--- config.mk ---
export PLATFORM = sky130hd
export DESIGN_NAME = chopper_ctrl
export DESIGN_NICKNAME = d
export VERILOG_FILES = /design/src/rtl/chopper_ctrl_pkg.sv /design/src/rtl/chopper_ctrl_sat_counter.sv /design/src/rtl/chopper_ctrl.sv
export SDC_FILE = /design/constraint.sdc
export NUM_CORES = 1
export LEC_CHECK = 0
export ABC_AREA = 1
export BUFFER_PORTS_ARGS = -buffer_cell sky130_fd_sc_hd__buf_2
export CORE_MARGIN = 10
export CORE_UTILIZATION = 52
export DETAILED_ROUTE_END_ITERATION = 7
export PLACE_DENSITY = 0.8
export SYNTH_ARGS = -nofsm -noshare
export SYNTH_HDL_FRONTEND = slang
export SYNTH_HIERARCHICAL = 1
export SYNTH_SLANG_ARGS = --single-unit
--- constraint.sdc ---
create_clock -name clk -period 2.03 [get_ports clk]
set_input_delay 0.203 -clock clk [delete_from_list [all_inputs] [get_ports clk]]
set_output_delay 0.203 -clock clk [all_outputs]
set_load 0.05 [all_outputs]
--- src/rtl/chopper_ctrl_pkg.sv ---
`default_nettype none
// ============================================================================
//  Module      : chopper_ctrl_pkg
//  Description : Shared definitions for the fixed-off-time coil chopper:
//                state encoding and the completed-OFF-phase counter width.
//  Revision    : 1.0  initial release
// ============================================================================
package chopper_ctrl_pkg;

    typedef logic [2:0] state_t;

    localparam state_t c_idle  = 3'd0;
    localparam state_t c_blank = 3'd1;
    localparam state_t c_on    = 3'd2;
    localparam state_t c_off   = 3'd3;
    localparam state_t c_fault = 3'd4;

    localparam int c_off_count_w = 16;

endpackage
`default_nettype wire

--- src/rtl/chopper_ctrl_sat_counter.sv ---
`default_nettype none
// ============================================================================
//  Module      : sat_counter
//  Description : Up-counter that sticks at all-ones, with synchronous clear.
//  Ports       : clk     - clock
//                i_clr   - synchronous clear (wins over increment)
//                i_inc   - increment request
//                o_count - current count
//  Revision    : 1.0  initial release
// ============================================================================
module sat_counter #(
    parameter int WIDTH = 16
) (
    input  logic             clk,
    input  logic             i_clr,
    input  logic             i_inc,
    output logic [WIDTH-1:0] o_count
);

    logic [WIDTH-1:0] r_count;

    always_ff @(posedge clk) begin
        if (i_clr) begin
            r_count <= '0;
        end else if (i_inc && (r_count != '1)) begin
            r_count <= r_count + 1'b1;
        end
    end

    assign o_count = r_count;

endmodule
`default_nettype wire

--- src/rtl/chopper_ctrl.sv ---
`default_nettype none
// ============================================================================
//  Module      : chopper_ctrl
//  Description : Fixed-off-time current chopper for one motor coil. Sequences
//                BLANK -> ON -> OFF phases using an external down-counter
//                timer and latches a short-circuit fault when overcurrent
//                repeatedly appears right after blanking.
//  Ports       : clk, reset     - clock, synchronous active-high reset
//                enable         - chopping enabled (low forces IDLE)
//                current_over   - coil current above target
//                blank_time     - blanking duration load value
//                off_time       - OFF duration load value
//                timer          - count from the downstream timer
//                timer_start    - one-cycle load strobe to the timer
//                timer_load     - value loaded when timer_start is high
//                phase_on       - H-bridge drive active
//                decay_fast     - fast decay during OFF
//                fault          - latched short-circuit fault
//                off_count      - saturating count of completed OFF phases
//  Revision    : 1.0  initial release
// ============================================================================
module chopper_ctrl
    import chopper_ctrl_pkg::*;
#(
    parameter int WIDTH       = 10,
    parameter int SHORT_LIMIT = 3
) (
    input  logic                     clk,
    input  logic                     reset,
    input  logic                     enable,
    input  logic                     current_over,
    input  logic [WIDTH-1:0]         blank_time,
    input  logic [WIDTH-1:0]         off_time,
    input  logic [WIDTH-1:0]         timer,
    output logic                     timer_start,
    output logic [WIDTH-1:0]         timer_load,
    output logic                     phase_on,
    output logic                     decay_fast,
    output logic                     fault,
    output logic [c_off_count_w-1:0] off_count
);

    localparam logic [3:0] c_short_limit = 4'(SHORT_LIMIT);

    state_t     r_state;
    state_t     w_next;
    logic       r_first_on;
    logic [3:0] r_short;
    logic [3:0] w_short_next;
    logic [3:0] w_short_inc;
    logic       w_settle;
    logic       w_expired;
    logic       w_start;
    logic       w_off_done;

    // The load strobe is high exactly in the first BLANK/OFF cycle, which is
    // the cycle where the timer still shows its previous (stale) count.
    assign w_settle    = timer_start;
    assign w_expired   = (timer == '0) && !w_settle;
    assign w_short_inc = r_short + 4'd1;

    always_comb begin
        w_next       = r_state;
        w_short_next = r_short;
        w_off_done   = 1'b0;
        if (!enable) begin
            w_next = c_idle;
            if (r_state == c_fault) begin
                w_short_next = '0;
            end
        end else begin
            case (r_state)
                c_idle:  w_next = c_blank;
                c_blank: begin
                    if (w_expired) begin
                        w_next = c_on;
                    end
                end
                c_on: begin
                    if (current_over) begin
                        if (r_first_on) begin
                            // Overcurrent straight after blanking: likely short.
                            if (w_short_inc == c_short_limit) begin
                                w_next = c_fault;
                            end else begin
                                w_short_next = w_short_inc;
                                w_next       = c_off;
                            end
                        end else begin
                            w_short_next = '0;
                            w_next       = c_off;
                        end
                    end
                end
                c_off: begin
                    if (w_expired) begin
                        w_off_done = 1'b1;
                        w_next     = c_blank;
                    end
                end
                c_fault: w_next = c_fault;
                default: w_next = c_idle;
            endcase
        end
    end

    assign w_start = (w_next != r_state) && ((w_next == c_blank) || (w_next == c_off));

    always_ff @(posedge clk) begin
        if (reset) begin
            r_state     <= c_idle;
            r_short     <= '0;
            r_first_on  <= 1'b0;
            timer_start <= 1'b0;
            timer_load  <= '0;
            phase_on    <= 1'b0;
            decay_fast  <= 1'b0;
            fault       <= 1'b0;
        end else begin
            r_state     <= w_next;
            r_short     <= w_short_next;
            r_first_on  <= (w_next == c_on) && (r_state != c_on);
            timer_start <= w_start;
            if (w_start) begin
                timer_load <= (w_next == c_blank) ? blank_time : off_time;
            end
            phase_on    <= (w_next == c_blank) || (w_next == c_on);
            decay_fast  <= (w_next == c_off);
            fault       <= (w_next == c_fault);
        end
    end

    sat_counter #(
        .WIDTH (c_off_count_w)
    ) u_off_cnt (
        .clk     (clk),
        .i_clr   (reset),
        .i_inc   (w_off_done),
        .o_count (off_count)
    );

endmodule
`default_nettype wire

# Yosys cells after proc, flatten, opt, wreduce, memory -nomap -nowiden
# Index checks and enable logic that the tools add are counted.
# totals
in_bits	34
ff_bits	38
# op_classes
addsub	2
eq_ne	15
n_mux	17
n_reduce_logical	11
# op_table
op	count
4-bit two-way mux	6
3-bit two-way mux	6
16-bit by 1-bit adder with 16-bit output (second input constant)	1
16-bit != test (second input constant)	1
3-bit one-hot mux with 5 select lines	1
3-bit by 2-bit == test with 1-bit output (second input constant)	4
10-bit zero test	1
10-bit two-way mux	1
3-bit by 1-bit == test with 1-bit output (second input constant)	2
3-bit == test (second input constant)	2
4-bit by 1-bit adder with 4-bit output (second input constant)	1
4-bit by 2-bit == test with 1-bit output (second input constant)	1
1-bit logical AND	4
2-bit by 1-bit != test with 1-bit output (second input constant)	2
4-bit AND reduction	1
3-bit zero test	1
1-bit two-way mux	3
3-bit by 2-bit != test with 1-bit output (second input constant)	1
3-bit != test	1
3-bit != test (second input constant)	1
1-bit logical OR	2
2-bit nonzero test	1
1-bit zero test	1

# Longest topological paths before layout
# logic_depth
depth_word	10
depth_mapped	14
depth_no_buf	14

# Cells and area by module
# The synthesis kept the hierarchy.
# by_module_without_submodules
mod	area_per_inst_um2	cells_each	seq_area_each_um2	instances
chopper_ctrl	1337.5	189	440.4	1
sat_counter	929.6	149	320.3	1

# Least setup slack after synthesis
# OpenSTA, ideal clock, no wires.
# synth_timing
kind	reg-to-reg
from	reg timer_start
to	reg u_off_cnt.r_count[13], in the netlist u_off_cnt/o_count[13]
path_stages_with_launch	13
slack_ns	0.194
arrival_time_ns	1.719
synth_period_minus_slack_ns	1.836
cell_sequence	dfxtp_1 inv_1 nand2_1 nor2_1 nand2_1 nor3_1 buf_2 nand3_1 or2_0 nor2_1 nand3_1 nand2_1 nor2_1
# synth_between
elab_chain_len	6
# synth_rtl
item	line_no	rtl
start: declaration	chopper_ctrl.sv:35	output logic timer_start,
start signal: assignment	chopper_ctrl.sv:123	timer_start <= w_start;
1-bit zero test	chopper_ctrl.sv:59	assign w_expired = (timer == '0) && !w_settle;
1-bit logical AND	chopper_ctrl.sv:59	
1-bit two-way mux	chopper_ctrl.sv:96	if (w_expired) begin
1-bit two-way mux	chopper_ctrl.sv:72	case (r_state)
1-bit two-way mux	chopper_ctrl.sv:66	if (!enable) begin
via w_off_done	chopper_ctrl.sv:54	logic w_off_done;
1-bit logical AND	chopper_ctrl_sat_counter.sv:25	end else if (i_inc && (r_count != '1)) begin
end signal: assignment	chopper_ctrl_sat_counter.sv:26	r_count <= r_count + 1'b1;
end: declaration	chopper_ctrl_sat_counter.sv:20	logic [WIDTH-1:0] r_count;
# The timed path passes the listed nets, and every way through them passes these cells.
# A chain may end at the register's enable or synchronous reset.

# Final worst setup path
# layout_timing
from	reg r_short[0]
to	reg timer_load[3]
# layout_between
elab_chain_len	10
word_cells_on_any_way	13
cone_classes	1 x add/sub; 4 x eq/ne; 6 x mux; 2 x reduce/logical
# layout_rtl
item	line_no	rtl
start: declaration	chopper_ctrl.sv:48	logic [3:0] r_short;
start signal: assignment	chopper_ctrl.sv:121	r_short <= w_short_next;
4-bit by 1-bit adder with 4-bit output (*)	chopper_ctrl.sv:60	assign w_short_inc = r_short + 4'd1;
4-bit by 2-bit == test with 1-bit output (*)	chopper_ctrl.sv:83	if (w_short_inc == c_short_limit) begin
3-bit two-way mux (*)	chopper_ctrl.sv:83	
3-bit two-way mux (*)	chopper_ctrl.sv:81	if (r_first_on) begin
3-bit two-way mux (*)	chopper_ctrl.sv:80	if (current_over) begin
3-bit one-hot mux with 5 select lines (*)	chopper_ctrl.sv:72	
3-bit two-way mux (*)	chopper_ctrl.sv:66	
3-bit by 1-bit == test with 1-bit output or 3-bit by 2-bit == test with 1-bit output (tied branches)	chopper_ctrl.sv:107, chopper_ctrl.sv:125	
1-bit logical OR	chopper_ctrl.sv:107	assign w_start = (w_next != r_state) && ((w_next == c_blank) || (w_next == c_off));
1-bit logical AND	chopper_ctrl.sv:107	
end signal: assignment	chopper_ctrl.sv:125	timer_load <= (w_next == c_blank) ? blank_time : off_time;
end: declaration	chopper_ctrl.sv:36	output logic [WIDTH-1:0] timer_load,
# Every way passes the cells marked *; elsewhere a longest branch is shown, timed or not.

==> impl_metrics.csv <==
group,metric,value,unit
routing,antenna_left,0,
final_layout,fin_nets,440,
final_layout,fillers,381,
clock_tree,clock_latency,300,ps
job,maxCapViolCount,0,
synth,synth_cell_types,34,
die,fp.coreArea,0.00412,sq mm
sta,fin_tns_setup,0,ps
clock_tree,tritoncts,"done",
die,die_h,86.0,um
critical_path,cp-start-kind,"register",
placed_design,dpl_cell_area,0.00261,sq mm
synth,syn_inst,338,
synth,syn-cell-area,0.00227,sq mm
synth,synth_edf_count,0,
critical_path,critical_path_class,"reg -> reg",
synth,synth_top_area_share,33.6,%
min_path,hp-class,"in -> reg",
routing,firstDrtPassIters,4,
die,dieArea,0.00740,sq mm
synth,synth_top_area_cell,"dfxtp_1",
global_route,first_global_vias,2311,
sta,fmax,0.537,GHz
routing,drc,0,
die,dieWidth,86.0,um
critical_path,critPathMaxFanout,15,
critical_path,endpoint_kind,"register",
synth,syn_area_per_cell,6.71,sq um
final_layout,fin_area,0.00274,sq mm
final_layout,stdcell_count,454,
global_route,track_usage,15.8,%
synth,synth.most_common_cell,"nand2_1",
clock_tree,clk_pin_slew,80,ps
final_layout,n_antenna_cell,0,
clock_tree,clock-sinks,38,
sta,setup_viol,0,
sta,relSlewSlack,67.5,%
critical_path,required,2270,ps
die,initial_utilization,55.1,%
global_route,grt_remaining_overflow,0,
synth,ys_seq_elements,38,
sta,worstMarginPinSlew,487,ps
global_route,grt_max_degree,22,
synth,yosysSeqAreaShare,33.6,%
routing,wl_per_cell,12.7,um
synth,synth_fp_nets,375,
synth,synthTopCellsByCount,"nand2_1, nor2_1, dfxtp_1, inv_1, nand3_1",
clock_tree,ctsLongestPathBuffers,2,
final_layout,drive_above_1_share,30.9,%
placed_design,placedCellCount,445,
critical_path,arrival,2100,ps
routing,drt-initial-drc-count,101,
sta,hold_viol_final,0,
clock_tree,cts_setup_buffers,0,
clock_tree,cts-root-buf,"clkbuf_8",
sta,grt_setup_unrepaired,"no",
final_layout,area_growth,20.6,%
sta,slew_violations,0,
placed_design,gp_congestion,0.834,
power_and_ir_drop,power_density,576,mW/mm^2
clock_tree,h-tree-depth,2,
placed_design,hpwl,4410,um
routing,dr_total_vias,2294,
synth,yosysWarnings,6,
synth,netlist_top_cells_area,"dfxtp_1, nand2_1, nor2_1, inv_1, nand4_1",
routing,viasPerCell,5.05,
placed_design,io_buffers,63,
die,row_count,23,
sta,fin_skew,9.29,ps
synth,async_reset_ff_share,0,%
synth,ys.flop_type,"dfxtp_1",
sta,finalCritPeriodShare,91.7,%
global_route,antenna_found_initial,0,
outcome,status,"finished clean",
clock_tree,numCtsBuffers,5,
power_and_ir_drop,total_leakage_power,1.30,nW
global_route,grt_pass1_wl,9850,um
die,pin_count,64,
sta,min_period,1860,ps
clock_tree,cts_hold_buffers,0,
routing,drt-total-wl,5780,um
power_and_ir_drop,peakVddDrop,0.511,mV
[cells by family (layout without fill, tap and decap cells)]
logic type	count (synthesis)	in the layout	synth area share [%]
adder cells (fa/ha/maj)	3	3	1.66
AND/OR/NAND/NOR	215	216	45.0
flip-flops	38	38	33.6
buffers and inverters	46	111	8.77
AO/OA/AOI/OAI	36	36	11.0
[worst paths after layout]
kind,start,end,slack (ps),cells after the start
worst max register to register,r_short[0],timer_load[3],170,13
worst max-delay path,r_short[0],timer_load[3],170,13
worst min register to register,timer_load[6],timer_load[6],470,2
worst min-delay path,blank_time[6],timer_load[6],270,5
[power breakdown]
part	total, W	switching (W)	internal [W]
clock network	0.000565	0.000291	0.000273
logic	0.000239	0.000158	0.0000812
registers	0.000770	0.00000854	0.000762
[state kept, by name, indices dropped and copies added, names as in the netlist]
| name | cells |
|---|---|
| fault | 1 |
| timer_load | 10 |
| u_off_cnt/o_count | 16 |
| phase_on | 1 |
| timer_start | 1 |
| decay_fast | 1 |
| r_first_on | 1 |
| r_short | 4 |
| r_state | 3 |
[what timing repair did]
item | 4_1_cts | 5_1_grt
gates resized for setup | 0 | 6
setup endpoints to repair | 0 | 10
hold endpoints to repair | 0 | 0
[area by class of cell]
cell class	count	area, sq um	area share [%]
repair buffers	67	345	12.6
flip-flops and latches	38	763	27.9
clock inverters	2	12.5	0.457
inverters	36	139	5.08
well taps	50	62.6	2.29
multi-input cells	255	1330	48.6
clock buffers	6	82.6	3.02
[cells in the final DEF (no fill, tap or decap), drive strengths merged, types with 2 or more instances in the layout]
cell type,netlist,final
clkbuf,3,6
nor3,4,4
o21bai,10,10
nand3,21,21
inv,35,35
a31oi,2,2
clkinvlp,0,2
nor2,67,68
dfxtp,38,38
a21oi,20,20
buf,7,67
ha,3,3
nand4,14,14
nand2,106,106
[worst max-delay path, stage by stage (launching register included)]
cell     delay (ps)
dfxtp_2         360
ha_1            170
inv_1            40
nand2_1          60
nand2_2          80
nor2_4          110
nand3_2         100
nand2_2          90
nand2_4         130
nand3_2         140
nand2_2         110
nor2_4          180
nand2_1          90
a21oi_2         130
[routing by layer]
layer / part of all wire, % / track usage, % / vias up
met2: 53 / 28.3 / 72
met5: 0 / 0 / -
li1: - / - / 1202
met1: 39 / 16.6 / 1016
met4: 0.29 / 4.94 / 0
met3: 7.7 / 5.77 / 4
[through the flow]
step	utilization [%]	hold WS (ps)	setup slack (ps)	power [W]
2_1_floorplan	-	286	194	0.000957
3_3_place_gp	63.5	458	229	0.00102
3_5_place_dp	63.5	463	142	0.00102
4_1_cts	65.8	262	133	0.00159
5_1_grt	66.5	297	39.3	0.00165
6_report	66.5	270	169	0.00157
(Power assumes the default switching activity.)
